<file path="src/rtl/distortion_shaper_if.sv">
`default_nettype none
// ============================================================================
// Module      : distortion_shaper_if
// Description : Bus bundle between the effect chain (master) and the
//               distortion shaper (slave).
//               Master drives: cs, my_turn, data_in, gain_key, mode_key.
//               Slave drives : done, data_out, gain_idx, mode.
// Revision    : 1.0 - initial release
// ============================================================================
interface distortion_shaper_if #(
    parameter int DATA_WIDTH = 16
) ();
    logic                         cs;
    logic                         my_turn;
    logic signed [DATA_WIDTH-1:0] data_in;
    logic                         gain_key;
    logic                         mode_key;
    logic                         done;
    logic signed [DATA_WIDTH-1:0] data_out;
    logic [2:0]                   gain_idx;
    logic [1:0]                   mode;

    modport master (
        output cs, my_turn, data_in, gain_key, mode_key,
        input  done, data_out, gain_idx, mode
    );

    modport slave (
        input  cs, my_turn, data_in, gain_key, mode_key,
        output done, data_out, gain_idx, mode
    );
endinterface
`default_nettype wire

</file>
<file path="src/rtl/distortion_shaper.sv">
`default_nettype none
// ============================================================================
// Module      : distortion_shaper
// Description : Gain + shaping stage (bypass / hard clip / soft clip) with a
//               fixed-latency iterative divide-by-3 for the soft-clip knee.
// Ports       : clk  - system clock (rising edge)
//               rst  - synchronous active-high reset
//               bus  - distortion_shaper_if.slave: request handshake
//                      (cs, my_turn, data_in), control keys (gain_key,
//                      mode_key), result (done, data_out) and status
//                      (gain_idx, mode)
// Revision    : 1.0 - initial release
// ============================================================================
module distortion_shaper #(
    parameter int DATA_WIDTH = 16,
    parameter int GAIN_COUNT = 4,
    parameter int THRESH     = 10922
) (
    input  wire logic          clk,
    input  wire logic          rst,
    distortion_shaper_if.slave bus
);

    // Wide enough that gain, doubling and abs never wrap.
    localparam int c_ACC_W = DATA_WIDTH + GAIN_COUNT + 2;
    localparam int c_CNT_W = $clog2(DATA_WIDTH + 1);

    localparam logic signed [c_ACC_W-1:0] c_MAX  = c_ACC_W'((64'sd1 <<< (DATA_WIDTH-1)) - 64'sd1);
    localparam logic signed [c_ACC_W-1:0] c_MIN  = -c_ACC_W'(64'sd1 <<< (DATA_WIDTH-1));
    localparam logic signed [c_ACC_W-1:0] c_T    = c_ACC_W'(THRESH);
    localparam logic signed [c_ACC_W-1:0] c_2T   = c_ACC_W'(2 * THRESH);
    localparam logic signed [c_ACC_W-1:0] c_NMAX = c_ACC_W'((64'sd1 <<< DATA_WIDTH) - 64'sd1);

    localparam logic signed [DATA_WIDTH-1:0] c_MAX_D = DATA_WIDTH'(c_MAX);
    localparam logic signed [DATA_WIDTH-1:0] c_MIN_D = DATA_WIDTH'(c_MIN);

    localparam logic [1:0]         c_MODE_BYPASS = 2'd0;
    localparam logic [1:0]         c_MODE_HARD   = 2'd1;
    localparam logic [1:0]         c_MODE_SOFT   = 2'd2;
    localparam logic [2:0]         c_GAIN_LAST   = 3'(GAIN_COUNT - 1);
    localparam logic [c_CNT_W-1:0] c_CNT_LAST    = c_CNT_W'(DATA_WIDTH - 1);

    typedef enum logic [2:0] {
        S_IDLE  = 3'd0,
        S_BOOST = 3'd1,
        S_DIV   = 3'd2,
        S_SHAPE = 3'd3,
        S_DONE  = 3'd4
    } state_t;

    state_t                       state_q, state_d;
    logic signed [DATA_WIDTH-1:0] data_q;
    logic [2:0]                   gain_q;
    logic [1:0]                   mode_lat_q;
    logic signed [c_ACC_W-1:0]    xb_q;
    logic [DATA_WIDTH-1:0]        num_q;
    logic [DATA_WIDTH-1:0]        quo_q;
    logic [1:0]                   rem_q;
    logic [c_CNT_W-1:0]           cnt_q;
    logic signed [DATA_WIDTH-1:0] data_out_q;
    logic [2:0]                   gain_idx_q;
    logic [1:0]                   mode_q;

    logic                         w_accept;
    logic signed [c_ACC_W-1:0]    w_data_ext;
    logic signed [c_ACC_W-1:0]    w_xb;
    logic signed [c_ACC_W-1:0]    w_abs;
    logic signed [c_ACC_W-1:0]    w_diff;
    logic [DATA_WIDTH-1:0]        w_num;
    logic [2:0]                   w_trial;
    logic                         w_qbit;
    logic [1:0]                   w_rem_next;
    logic signed [c_ACC_W-1:0]    w_2xb;
    logic signed [DATA_WIDTH-1:0] w_y;

    assign w_accept = (state_q == S_IDLE) && bus.my_turn && bus.cs;

    // ------------------------------------------------------------------
    // Boost: xb = data << g, divider numerator n = clamp(2T - |xb|)
    // ------------------------------------------------------------------
    assign w_data_ext = {{(c_ACC_W-DATA_WIDTH){data_q[DATA_WIDTH-1]}}, data_q};
    assign w_xb       = w_data_ext <<< gain_q;
    assign w_abs      = w_xb[c_ACC_W-1] ? -w_xb : w_xb;
    assign w_diff     = c_2T - w_abs;

    always_comb begin
        w_num = '0;
        if (w_diff[c_ACC_W-1]) begin
            w_num = '0;
        end else if (w_diff > c_NMAX) begin
            w_num = '1;
        end else begin
            w_num = DATA_WIDTH'(w_diff);
        end
    end

    // ------------------------------------------------------------------
    // Restoring divide by 3: the remainder never exceeds 2, so a 3-bit
    // trial value is enough for each step.
    // ------------------------------------------------------------------
    assign w_trial    = {rem_q, num_q[DATA_WIDTH-1]};
    assign w_qbit     = (w_trial >= 3'd3);
    assign w_rem_next = w_qbit ? 2'(w_trial - 3'd3) : w_trial[1:0];

    // ------------------------------------------------------------------
    // Shaping
    // ------------------------------------------------------------------
    assign w_2xb = xb_q <<< 1;

    always_comb begin
        w_y = data_q;
        case (mode_lat_q)
            c_MODE_HARD: begin
                if (w_2xb > c_MAX) begin
                    w_y = c_MAX_D;
                end else if (w_2xb < c_MIN) begin
                    w_y = c_MIN_D;
                end else begin
                    w_y = DATA_WIDTH'(w_2xb);
                end
            end
            c_MODE_SOFT: begin
                if (xb_q >= c_2T) begin
                    w_y = c_MAX_D;
                end else if (xb_q <= -c_2T) begin
                    w_y = c_MIN_D;
                end else if (xb_q >= c_T) begin
                    w_y = c_MAX_D - quo_q;
                end else if (xb_q <= -c_T) begin
                    w_y = quo_q - c_MAX_D;
                end else begin
                    w_y = DATA_WIDTH'(w_2xb);
                end
            end
            default: w_y = data_q;
        endcase
    end

    // ------------------------------------------------------------------
    // FSM
    // ------------------------------------------------------------------
    always_ff @(posedge clk) begin
        if (rst) begin
            state_q <= S_IDLE;
        end else begin
            state_q <= state_d;
        end
    end

    always_comb begin
        state_d = state_q;
        case (state_q)
            S_IDLE:  if (w_accept) state_d = S_BOOST;
            S_BOOST: state_d = S_DIV;
            S_DIV:   if (cnt_q == c_CNT_LAST) state_d = S_SHAPE;
            S_SHAPE: state_d = S_DONE;
            S_DONE:  state_d = S_IDLE;
            default: state_d = S_IDLE;
        endcase
    end

    // ------------------------------------------------------------------
    // Datapath and control registers
    // ------------------------------------------------------------------
    always_ff @(posedge clk) begin
        if (rst) begin
            data_q     <= '0;
            gain_q     <= '0;
            mode_lat_q <= c_MODE_BYPASS;
            xb_q       <= '0;
            num_q      <= '0;
            quo_q      <= '0;
            rem_q      <= '0;
            cnt_q      <= '0;
            data_out_q <= '0;
            gain_idx_q <= '0;
            mode_q     <= c_MODE_BYPASS;
        end else begin
            // Keys act in every state; the sample in flight uses its
            // own latched copies, so only the next sample sees them.
            if (bus.gain_key) begin
                gain_idx_q <= (gain_idx_q == c_GAIN_LAST) ? 3'd0 : gain_idx_q + 3'd1;
            end
            if (bus.mode_key) begin
                mode_q <= (mode_q == c_MODE_SOFT) ? c_MODE_BYPASS : mode_q + 2'd1;
            end

            case (state_q)
                S_IDLE: begin
                    if (w_accept) begin
                        data_q     <= bus.data_in;
                        gain_q     <= gain_idx_q;
                        mode_lat_q <= mode_q;
                    end
                end
                S_BOOST: begin
                    xb_q  <= w_xb;
                    num_q <= w_num;
                    quo_q <= '0;
                    rem_q <= '0;
                    cnt_q <= '0;
                end
                S_DIV: begin
                    rem_q <= w_rem_next;
                    quo_q <= {quo_q[DATA_WIDTH-2:0], w_qbit};
                    num_q <= {num_q[DATA_WIDTH-2:0], 1'b0};
                    cnt_q <= cnt_q + c_CNT_W'(1);
                end
                S_SHAPE: begin
                    data_out_q <= w_y;
                end
                default: ;
            endcase
        end
    end

    assign bus.done     = (state_q == S_DONE);
    assign bus.data_out = data_out_q;
    assign bus.gain_idx = gain_idx_q;
    assign bus.mode     = mode_q;

endmodule
`default_nettype wire

</file>
<file path="src/flat_wrapper.sv">
// flat-port wrapper written by rule: the top's interface ports become plain ports
module distortion_shaper_flat 
#(
    parameter int DATA_WIDTH = 16,
    parameter int GAIN_COUNT = 4,
    parameter int THRESH     = 10922
)
  (clk, rst, bus_cs, bus_my_turn, bus_data_in, bus_gain_key, bus_mode_key, bus_done, bus_data_out, bus_gain_idx, bus_mode);
  distortion_shaper_if #(.DATA_WIDTH(DATA_WIDTH)) bus_i ();
  input  wire logic clk;
  input  wire logic rst;
  input wire logic [$bits(bus_i.cs)-1:0] bus_cs;
  input wire logic [$bits(bus_i.my_turn)-1:0] bus_my_turn;
  input wire logic [$bits(bus_i.data_in)-1:0] bus_data_in;
  input wire logic [$bits(bus_i.gain_key)-1:0] bus_gain_key;
  input wire logic [$bits(bus_i.mode_key)-1:0] bus_mode_key;
  output wire logic [$bits(bus_i.done)-1:0] bus_done;
  output wire logic [$bits(bus_i.data_out)-1:0] bus_data_out;
  output wire logic [$bits(bus_i.gain_idx)-1:0] bus_gain_idx;
  output wire logic [$bits(bus_i.mode)-1:0] bus_mode;
  assign bus_i.cs = bus_cs;
  assign bus_i.my_turn = bus_my_turn;
  assign bus_i.data_in = bus_data_in;
  assign bus_i.gain_key = bus_gain_key;
  assign bus_i.mode_key = bus_mode_key;
  assign bus_done = bus_i.done;
  assign bus_data_out = bus_i.data_out;
  assign bus_gain_idx = bus_i.gain_idx;
  assign bus_mode = bus_i.mode;
  distortion_shaper #(.DATA_WIDTH(DATA_WIDTH), .GAIN_COUNT(GAIN_COUNT), .THRESH(THRESH)) u_core (.clk(clk), .rst(rst), .bus(bus_i));
endmodule
</file>
<file path="config.mk">
export PLATFORM = sky130hd
export DESIGN_NAME = distortion_shaper_flat
export DESIGN_NICKNAME = d
export VERILOG_FILES = /design/src/rtl/distortion_shaper_if.sv /design/src/rtl/distortion_shaper.sv /design/src/flat_wrapper.sv
export SDC_FILE = /design/constraint.sdc
export NUM_CORES = 1
export LEC_CHECK = 0
export CORE_MARGIN = 5
export CORE_UTILIZATION = 61
export DETAILED_ROUTE_END_ITERATION = 6
export MAX_ROUTING_LAYER = met4
export PLACE_DENSITY = 0.92
export SLEW_MARGIN = 20
export SYNTH_ARGS = -nofsm -noshare
export SYNTH_HDL_FRONTEND = slang
export SYNTH_SLANG_ARGS = --single-unit
</file>
<file path="constraint.sdc">
create_clock -name clk -period 5.7 [get_ports clk]
set_input_delay 0.57 -clock clk [delete_from_list [all_inputs] [get_ports clk]]
set_output_delay 0.57 -clock clk [all_outputs]
set_load 0.01 [all_outputs]
</file>
==> reports/qor.csv, run 1 <==
stage;metric;value;unit
outcome;run_status;complete, no violations;
timing;final_max_slew_viol_count;0;
global_routing;track_usage;29.71;%
synthesis;ys.flop_type;dfxtp_1;
critical_path;start_kind;flip-flop;
clock_network;cts_buffers;9;
die;die-area;14960;um2
finish;num-fill-cells;1036;
route;via_per_inst;6.597;
power;total_power;1.930;mW
synthesis;syn_area;7697;um2
synthesis;synth_cell_types;97;
clock_network;cts_tree;yes;
clock_network;clk_pin_slew;80;ps
critical_path;reg2reg_depth;12;
synthesis;synth-edff-count;0;
die;die_w;122.3;um
finish;fin_nets;1000;
global_routing;grt_pass1_vias;6912;
clock_network;clockRootBuffer;clkbuf_16;
die;core;12520;um2
place;numPortBuffers;43;
critical_path;cp_num_buf_inv;1;
route;first_iter_violations;1043;
global_routing;grt_antenna_before_repair;0;
timing;finalSetupViolations;0;
synthesis;synth_nets;1009;
power;power_density;230.6;nW/um2
synthesis;synthTopCellsByCount;nand2_1 (125), nor2_1 (107), dfxtp_1 (106);
die;rows;41;
route;wl_per_cell;18.47;um
power;vdd_drop_max;161.8;uV
synthesis;synth.most_common_cell;nand2_1;
clock_network;hold_buffers;0;
timing;fin_crit;4313;ps
critical_path;critPathTopFamily;multiplexers;
clock_network;cts_max_level;3;
synthesis;synth-seq-cells;106;
route;drc;0;
route;ant_nets;0;
timing;finalCritPeriodShare;75.67;%
critical_path;path_max_fanout;23;
global_routing;grt_max_degree;59;
synthesis;synth.area.top_cells;dfxtp_1 (28%), nand2_1 (6.1%), nor2_1 (5.2%);
place;dp.final_hpwl;15160;um
synthesis;synth_top_area_cell;dfxtp_1;
clock_network;cts_sinks;106;
critical_path;crit_required;5910;ps
timing;fmax;231.8;MHz
critical_path;crit_slowest_cell;mux4_1;
synthesis;synth_cells;977;
clock_network;cts_resized;0;
die;start_util;61.50;%
timing;holdWs;456.6;ps
clock_network;insertion_delay;370;ps
finish;drive_gt1_share;10.69;%
finish;regArea;2125;um2
hold_path;hp-class;flip-flop to flip-flop;
critical_path;cp_cell_sequence;buf_4 -> mux4_1 -> mux2i_2 -> nand3_2 -> nor3b_4 -> nand3_2 -> mux2_4 -> o21ai_2 -> nor3_1 -> a211oi_4 -> a21o_1 -> a31oi_1;
critical_path;cp-end-kind;flip-flop;
critical_path;cp_slowest_stage_delay;650;ps
synthesis;yosysWarningCount;0;
critical_path;worstSetupPathType;flip-flop to flip-flop;
timing;hold_viol;0;
timing;fin_setup_tns;0;ps
clock_network;cts_setup_buffers;0;
synthesis;async_flop_share;0;%
die;ios;44;
route;via_count;7553;
synthesis;avgSynthCellArea;7.879;um2
clock_network;cts_buffer_depth;2;
power;power_leakage;2.873;nW
timing;worst_slew_pin_slew;941.6;ps
finish;antenna_cells;0;
route;drt_wl_total;21150;um
timing;rsz0062_at_grt;no;
critical_path;cp_num_cells;12;
synthesis;yosysSeqAreaShare;27.57;%
synthesis;synth_top_area_share;27.57;%
global_routing;grt_pass1_wl;34840;um
global_routing;grt.overflow.total;0;
critical_path;critical_path_arrival;4530;ps
job;drv_cap;0;
route;first_pass_iters;5;
finish;multi_input_area;5121;um2
hold_path;whs_path_depth;2;
die;die_h;122.3;um
finish;syn_to_final_growth;8.745;%
place;gp_congestion;1.020;
critical_path;cp_common_cell;nand3_2;
timing;slew_headroom;37.03;%
timing;clock_skew;8.878;ps
## tightest hold or removal path: stages (launching register included)
cell and delay, ps:
dfxtp_1 310, nand2_1 50, a21oi_1 50
## cell usage in the layout (no fill, tap or decap), types with 9 or more instances in the layout
| master | instances |
|---|---|
| a21oi_1 | 72 |
| buf_4 | 14 |
| nor2_1 | 106 |
| clkdlybuf4s50_1 | 42 |
| and2_1 | 9 |
| xor2_1 | 17 |
| nand3_1 | 19 |
| dfxtp_1 | 104 |
| ha_1 | 10 |
| nor3_1 | 16 |
| mux2i_1 | 28 |
| a31oi_1 | 18 |
| inv_1 | 19 |
| mux2_2 | 17 |
| or3_1 | 13 |
| clkbuf_16 | 9 |
| a21o_1 | 27 |
| a211oi_1 | 19 |
| nand2_1 | 125 |
| o21ai_0 | 48 |
| a22oi_1 | 33 |
| a41oi_1 | 9 |
| xnor2_1 | 14 |
| and3_1 | 13 |
| a221oi_1 | 12 |
## routing by layer
| layer | global-route usage [%] | wire length (um) | up-vias |
|---|---|---|---|
| met5 | - | 0 | - |
| met4 | 10.71 | 512 | 0 |
| met3 | 3.318 | 1570 | 49 |
| met2 | 47.82 | 10100 | 308 |
| met1 | 38.78 | 8966 | 3615 |
| li1 | - | - | 3581 |
## final timing paths
path | from | slack [ps] | end
worst min register to register | u_core.bus.data_out[5] | 460 | u_core.bus.data_out[5]
worst max-delay path | u_core.gain_q[1] | 1390 | u_core.num_q[10]
worst min-delay path | u_core.bus.data_out[5] | 460 | u_core.bus.data_out[5]
worst max register to register | u_core.gain_q[1] | 1390 | u_core.num_q[10]
## where the power goes
part | leakage (nW) | internal, mW | switching (mW)
combinational | 1.86 | 0.174 | 0.281
clock | 0.151 | 0.350 | 0.313
sequential | 0.860 | 0.767 | 0.0441
total | 2.87 | 1.29 | 0.639
## cell type report
type                            instances  area share [%]
Tap cell                              172           2.571
Timing Repair Buffer                   56           6.278
Multi-Input combinational cell        776           61.18
Clock inverter                          7           1.046
Clock buffer                            9           2.691
Sequential cell                       106           25.38
Inverter                               19          0.8520
## registers in the layout (all words and copies together), names as in the netlist, 3 cells and up
name	flops
u_core.xb_q	22
u_core.bus.data_out	16
u_core.data_q	16
u_core.num_q	16
u_core.quo_q	16
u_core.cnt_q	5
u_core.bus.gain_idx	3
u_core.gain_q	3
u_core.state_q	3
## cells by family (layout without fill, tap and decap cells)
family                   Yosys count  after routing  share of synthesized area [%]
multiplexers                      57             57                          8.761
XOR/XNOR                          31             31                          3.527
AO/OA/AOI/OAI                    317            317                          29.83
flip-flops                       106            106                          27.57
buffers and inverters             95             91                          6.177
AND/OR/NAND/NOR                  361            361                          22.51
adder cells (fa/ha/maj)           10             10                          1.625
## metrics by stage
step	setup WS [ps]	util, %	cell area [um2]	cells
floorplan	1653	-	7697	977
global placement	1513	64.37	8058	1129
detailed placement	1463	64.37	8058	1129
CTS	1437	66.87	8371	1145
global route	998.7	66.87	8371	1145
finish	1387	66.87	8371	1145
(Power assumes the default switching activity.)
==> run 2: changes to the inputs <==
--- a/config.mk
+++ b/config.mk
@@ -6,10 +6,10 @@
 export NUM_CORES = 1
 export LEC_CHECK = 0
 export CORE_MARGIN = 5
-export CORE_UTILIZATION = 61
+export CORE_UTILIZATION = 55
 export DETAILED_ROUTE_END_ITERATION = 6
 export MAX_ROUTING_LAYER = met4
-export PLACE_DENSITY = 0.92
+export PLACE_DENSITY = 0.88
 export SLEW_MARGIN = 20
 export SYNTH_ARGS = -nofsm -noshare
 export SYNTH_HDL_FRONTEND = slang
==> constraint.sdc (replaced) <==
create_clock -name clk -period 3.82 [get_ports clk]
set_input_delay 0.382 -clock clk [delete_from_list [all_inputs] [get_ports clk]]
set_output_delay 0.382 -clock clk [all_outputs]
set_load 0.01 [all_outputs]
==> run 2 against run 1 <==
  * Critical path depth is 2 higher
  * Sequential share of layout area shrank 0.86 points
  * First-iteration DRC count is 13% lower
  * Hold slack worse by 3.5 ps
  * Critical endpoint is now u_core.num_q[2]
  * Clock skew is 2.0 ps lower
  * Routed wire length increased by 5.3%
  * Setup slack worse by 1200 ps
  * Register-to-register slack got worse by 1200 ps
  * Fmax increased by 18%
  * Highest routed layer unchanged
  * Critical path type unchanged
  * Combinational power rose by 64%
  * Sequential power is 48% higher
==> reports/qor.csv, run 2 (synthesis gave the netlist of run 1 again) <==
stage;metric;value;unit
critical_path;reg2reg_depth;14;
die;core;13830;um2
finish;syn_to_final_growth;12.78;%
critical_path;critPathLaunch;u_core.gain_q[1];
clock_network;cts_buffer_depth;2;
clock_network;clk_pin_slew;70;ps
clock_network;insertion_delay;350;ps
route;via_per_inst;6.483;
clock_network;cts_max_level;3;
global_routing;busiest_layer;met2;
die;ios;44;
timing;finalSetupViolations;0;
job;drv_cap;0;
critical_path;cp_common_cell;buf_4;
route;first_pass_iters;5;
route;drt_wl_total;22280;um
clock_network;clockRootBuffer;clkbuf_16;
global_routing;grt.overflow.total;0;
critical_path;critical_path_arrival;3870;ps
finish;top_register;u_core.xb_q;
critical_path;r2r_slack;160;ps
timing;hold_viol;0;
die;rows;43;
route;ant_nets;0;
route;drc;0;
timing;fin_setup_tns;0;ps
global_routing;grt_antenna_before_repair;0;
critical_path;reg2reg_from;u_core.gain_q[1];
critical_path;worstSetupPathType;flip-flop to flip-flop;
global_routing;track_usage;27.94;%
finish;drive_gt1_share;13.81;%
clock_network;hold_buffers;0;
finish;antenna_cells;0;
global_routing;grt_pass1_wl;36230;um
die;die_h;128.3;um
clock_network;cts_resized;0;
critical_path;timing.rr.end;u_core.num_q[2];
place;gp_congestion;0.9967;
finish;layout_common_cells;nand2_1 (125), nor2_1 (106), dfxtp_1 (103);
power;vdd_drop_max;239.4;uV
global_routing;grt_pass1_vias;7037;
global_routing;grt_util_met2;44.38;%
timing;final_max_slew_viol_count;0;
power;power_density;338.8;nW/um2
clock_network;cts_setup_buffers;0;
hold_path;hp-class;flip-flop to flip-flop;
clock_network;cts_tree;yes;
global_routing;grt_max_degree;71;
power;power_leakage;3.021;nW
critical_path;path_max_fanout;16;
timing;clock_skew;6.861;ps
finish;largest_reg_flops;22;
place;dpl_cell_area;8309;um2
route;first_iter_violations;906;
route;wl_per_cell;18.89;um
die;start_util;55.67;%
timing;slew_headroom;36.76;%
place;numPortBuffers;43;
critical_path;endpoint;u_core.num_q[2];
critical_path;cp_cell_sequence;buf_6 -> mux4_2 -> a222oi_1 -> buf_4 -> nand3_2 -> nor3b_4 -> nand3_4 -> mux2_4 -> o21ai_2 -> nor3_1 -> a211oi_4 -> buf_4 -> a21o_1 -> a41oi_1;
timing;finalCritPeriodShare;95.72;%
finish;layout_commonest_cell;nand2_1;
die;die-area;16460;um2
critical_path;crit_required;4030;ps
hold_path;whs_path_depth;2;
timing;fin_crit;3657;ps
clock_network;cts_sinks;106;
place;dp.final_hpwl;15950;um
critical_path;cp-end-kind;flip-flop;
route;via_count;7643;
die;die_w;128.3;um
global_routing;use_met1;36.21;%
timing;worst_slew_pin_slew;945.8;ps
global_routing;use_met3;4.792;%
critical_path;start_kind;flip-flop;
timing;fmax;273.5;MHz
finish;final_area;8681;um2
clock_network;cts_buffers;9;
finish;fin_nets;1028;
critical_path;cp_slowest_stage_delay;530;ps
critical_path;crit_slowest_cell;mux4_2;
outcome;run_status;complete, no violations;
[run 2: changes by cell type in the layout (fill, tap and decap cells not counted), moves of 2 or more]
cell,delta
buf_6,+3
buf_4,+24
and4_2,+2
inv_6,-2
and4_1,-2
[run 2: worst min path at each step]
stage / startpoint / end / slack (ps)
after floorplan: u_core.xb_q[17] / u_core.xb_q[17] / 450
after global placement: u_core.bus.data_out[3] / u_core.bus.data_out[3] / 440
after detailed placement: u_core.bus.data_out[5] / u_core.bus.data_out[5] / 450
after CTS: u_core.bus.data_out[5] / u_core.bus.data_out[5] / 460
after global routing: u_core.bus.data_out[5] / u_core.bus.data_out[5] / 470
final: u_core.bus.data_out[7] / u_core.bus.data_out[7] / 450
[run 2: final cells by class]
type	instances	area [um2]
clock buffers	11	242.7
clock inverters	3	65.06
fillers	1146	5146
inverters	19	71.32
multi-input cells	776	5189
flip-flops and latches	106	2128
well taps	180	225.2
repair buffers	84	759.5
[run 2: through the flow]
stage / utilization, % / power, mW / hold WS [ps] / worst slack, ps / cells
5_1_grt: 62.78 / 3.058 / 469.4 / -25.24 / 1179
3_3_place_gp: 60.09 / 1.918 / 440.1 / 235.8 / 1165
4_1_cts: 62.32 / 2.923 / 455.2 / 84.95 / 1179
3_5_place_dp: 60.09 / 1.935 / 445.6 / 115.2 / 1165
6_report: 62.78 / 2.941 / 453.1 / 163.4 / 1179
2_1_floorplan: - / 1.759 / 449.7 / 15.46 / 977
[run 2: power by group]
| part | total [mW] | switching (mW) | internal (mW) |
|---|---|---|---|
| combinational | 0.746 | 0.451 | 0.295 |
| sequential | 1.20 | 0.0603 | 1.14 |
| clock | 0.989 | 0.405 | 0.584 |
[run 2: worst max-delay path: cells and delay by family, from the launching register on]
family / cells / cell delay [ps]
AO/OA/AOI/OAI: 5 / 890
AND/OR/NAND/NOR: 4 / 660
buffers and inverters: 3 / 670
flip-flops: 1 / 400
multiplexers: 2 / 870
[run 2: metal layers]
| metal | wire length, um | part of all wire (%) |
|---|---|---|
| met1 | 9606 | 43 |
| met2 | 10520 | 47 |
| met3 | 1424 | 6.4 |
| met4 | 722 | 3.2 |
| met5 | 0 | 0 |
==> run 3: changes to the inputs <==
==> constraint.sdc (replaced) <==
create_clock -name clk -period 3.82 [get_ports clk]
set_input_delay 0.382 -clock clk [delete_from_list [all_inputs] [get_ports clk]]
set_output_delay 0.382 -clock clk [all_outputs]
set_load 0.05 [all_outputs]
==> results of run 3 <==
The final DEF is identical to that of run 2. Status: complete, no violations.
Main changes from that run: total power 2.941 mW -> 2.951 mW
==> edit, RTL diff (config.mk and constraints of run 3) <==
Re-encode `state_t` (5 states) as one-hot, 5 bits wide.
--- a/src/rtl/distortion_shaper.sv
+++ b/src/rtl/distortion_shaper.sv
@@ -42,8 +42,8 @@
 
-    typedef enum logic [2:0] {
-        S_IDLE  = 3'd0,
-        S_BOOST = 3'd1,
-        S_DIV   = 3'd2,
-        S_SHAPE = 3'd3,
-        S_DONE  = 3'd4
+    typedef enum logic [4:0] {
+        S_IDLE  = 5'b00001,
+        S_BOOST = 5'b00010,
+        S_DIV   = 5'b00100,
+        S_SHAPE = 5'b01000,
+        S_DONE  = 5'b10000
     } state_t;
Behaviour: same outputs for any inputs over 10 cycles, from zero or initial values and one cycle with rst high; not proved beyond that.
==> edit against run 3 <==
Wire length is 12% higher; highest routed layer unchanged; sequential cell count is 2 higher; hold slack better by 0.0015 ns; non-clock buffer count is 50 higher; worst setup slack worse by 0.12 ns; total power is 21% higher; cell area is 12% higher; synthesized cell count is 11% higher; area after synthesis is 4.8% higher; clock skew is 0.00054 ns lower.
==> edit: results (changes against run 3) <==
stage	metric	value	unit	change
outcome	run status	complete, no violations		
global_routing	initial antenna violation count	0		unchanged
logic_synthesis	Async SR Flop Fraction	0	%	unchanged
final_layout	Largest register FFs	22		unchanged
global_routing	largest net degree at the start of global routing	105		+48%
detailed_routing	met2 wire length	11400	um	+8.1%
clock_network	Max H-tree Level	3		unchanged
detailed_routing	drt first pass iters	6		+1
global_routing	All-Layer GR Usage	27.4	%	-0.53 points
logic_synthesis	prevailing post-synth register cell	dfxtp_1		
clock_network	Num CTS Buffers	9		unchanged
final_layout	diode count	0		unchanged
pwr	logic gate share of total power	40.3	%	+15 points
placed_design	routability cong.	0.995		-0.20%
critical_path	largest fanout on the critical path	5		-11
detailed_routing	DR WL met3	1890	um	+33%
sta	Worst-Margin Slew	1.06	ns	+0.118 ns
logic_synthesis	syn_nets	1113		+10%
logic_synthesis	Ys Warns	0		unchanged
clock_network	clk buf depth	2		unchanged
sta	Setup-failing EPs final	0		unchanged
global_routing	vias in the first global route	7504		+6.6%
clock_network	Worst-Skew Late Latency	0.36	ns	
clock_network	Clock Pin Slew Worst Setup and Hold Paths	0.07	ns	about the same
final_layout	share of layout cells above drive strength 1	17.8	%	+4.0 points
logic_synthesis	synth top area cells	dfxtp_1 (27%), a21oi_1 (7.4%), nand2_1 (6.5%), nor2_1 (5.4%), o21ai_0 (3.9%)		
final_layout	nets	1174		+14%
logic_synthesis	library cells used by synthesis	84		-13%
logic_synthesis	Synth top cells by count	nand2_1 (139), a21oi_1 (120), nor2_1 (116), dfxtp_1 (108), o21ai_0 (63)		
pwr	maximum VDD drop	0.284	mV	+19%
logic_synthesis	register area share after synthesis	26.8	%	-0.77 points
pwr	static leakage	3.45	nW	+14%
final_layout	largest reg by FF count	u_core.xb_q		
detailed_routing	highest routed layer	met4		
global_routing	grt ovf	0		unchanged
placed_design	# port buffers	43		unchanged
global_routing	first-pass GRT wire length	38700	um	+6.9%
critical_path	worst path arrival time	3.97	ns	+0.10 ns
detailed_routing	M1 WL	10800	um	+13%
detailed_routing	DR WL/cell	18.7	um	-0.93%
pwr	Sw Ratio	37.0	%	+5.6 points
sta	Setup Skew	0.00632	ns	-0.000541 ns
placed_design	Placed Area	9060	sq um	+9.0%
detailed_routing	Via density	6.46		-0.35%
pwr	Power Clock	0.000888	W	-10%
worst_hold_path	hold crit path type	reg -> reg		
detailed_routing	DRT iter0 DRCs	964		+6.4%
clock_network	root buffer cell	clkbuf_16		
final_layout	Fill cells	1144		-0.17%
placed_design	DP HPWL	17900	um	+12%
edit: cell count changes after synthesis, moves of 11 or more:
cell and delta:
o21ai_0 +15, a21oi_1 +48, nor2b_1 +16, clkbuf_1 +11
nand2_1 +14, mux2_2 -11
edit: layout make-up:
cell class | count | area [sq um] | area share (%)
Clock buffer | 10 | 229 | 2.35
Clock inverter | 6 | 47.5 | 0.488
Inverter | 24 | 93.8 | 0.962
Multi-Input combinational cell | 866 | 5810 | 59.5
Sequential cell | 108 | 2170 | 22.3
Tap cell | 184 | 230 | 2.36
Timing Repair Buffer | 134 | 1170 | 12.0
edit: routing by layer:
| metal | GRT usage (%) | vias up |
|---|---|---|
| li1 | - | 4083 |
| met4 | 8.60 | 0 |
| met2 | 42.1 | 429 |
| met1 | 37.3 | 4021 |
| met3 | 4.13 | 72 |
| met5 | - | - |
edit: what timing repair did:
item,CTS,global route
pin swaps,5,23
resized for setup,11,62
gates cloned,0,1
setup endpoints to repair,16,16
buffers inserted,1,9
edit: worst paths after layout:
kind	from	endpoint	slack, ns	cells past startpoint
setup / recovery	u_core.gain_q[0]	u_core.num_q[0]	0.05	13
hold / removal	u_core.bus.data_out[11]	u_core.bus.data_out[11]	0.45	2
setup reg to reg	u_core.gain_q[0]	u_core.num_q[0]	0.05	13
hold reg to reg	u_core.bus.data_out[11]	u_core.bus.data_out[11]	0.45	2
edit: per-stage QoR:
step	cells	power [W]	worst slack, ns	hold WS [ns]
after floorplan	1082	0.00212	0.00680	0.453
after detailed placement	1305	0.00249	-0.0896	0.446
after CTS	1322	0.00339	0.0204	0.456
after global routing	1332	0.00373	-0.0770	0.478
final	1332	0.00356	0.0452	0.455
after global placement	1305	0.00247	-0.0321	0.442
edit: critical path: stages (launching register included):
cell,delay [ns]
dfxtp_4,0.38
buf_6,0.12
mux4_2,0.51
or3_4,0.46
a221oi_4,0.42
buf_4,0.18
nand2_1,0.06
o221ai_1,0.22
a22oi_2,0.11
or3_4,0.41
nand2_1,0.09
mux2i_2,0.29
and3_4,0.29
a221oi_2,0.06
edit: kinds of logic (layout without fill, tap and decap cells):
| family | count (synthesis) | in the layout | share of synthesized area [%] |
|---|---|---|---|
| buffers and inverters | 109 | 174 | 5.68 |
| AOI/OAI and AO/OA | 371 | 371 | 30.2 |
| muxes | 50 | 50 | 8.31 |
| adders and majority gates | 9 | 9 | 1.40 |
| and+or+nand+nor | 399 | 400 | 23.7 |
| DFF | 108 | 108 | 26.8 |
| xor gates and xnor gates | 36 | 36 | 3.91 |
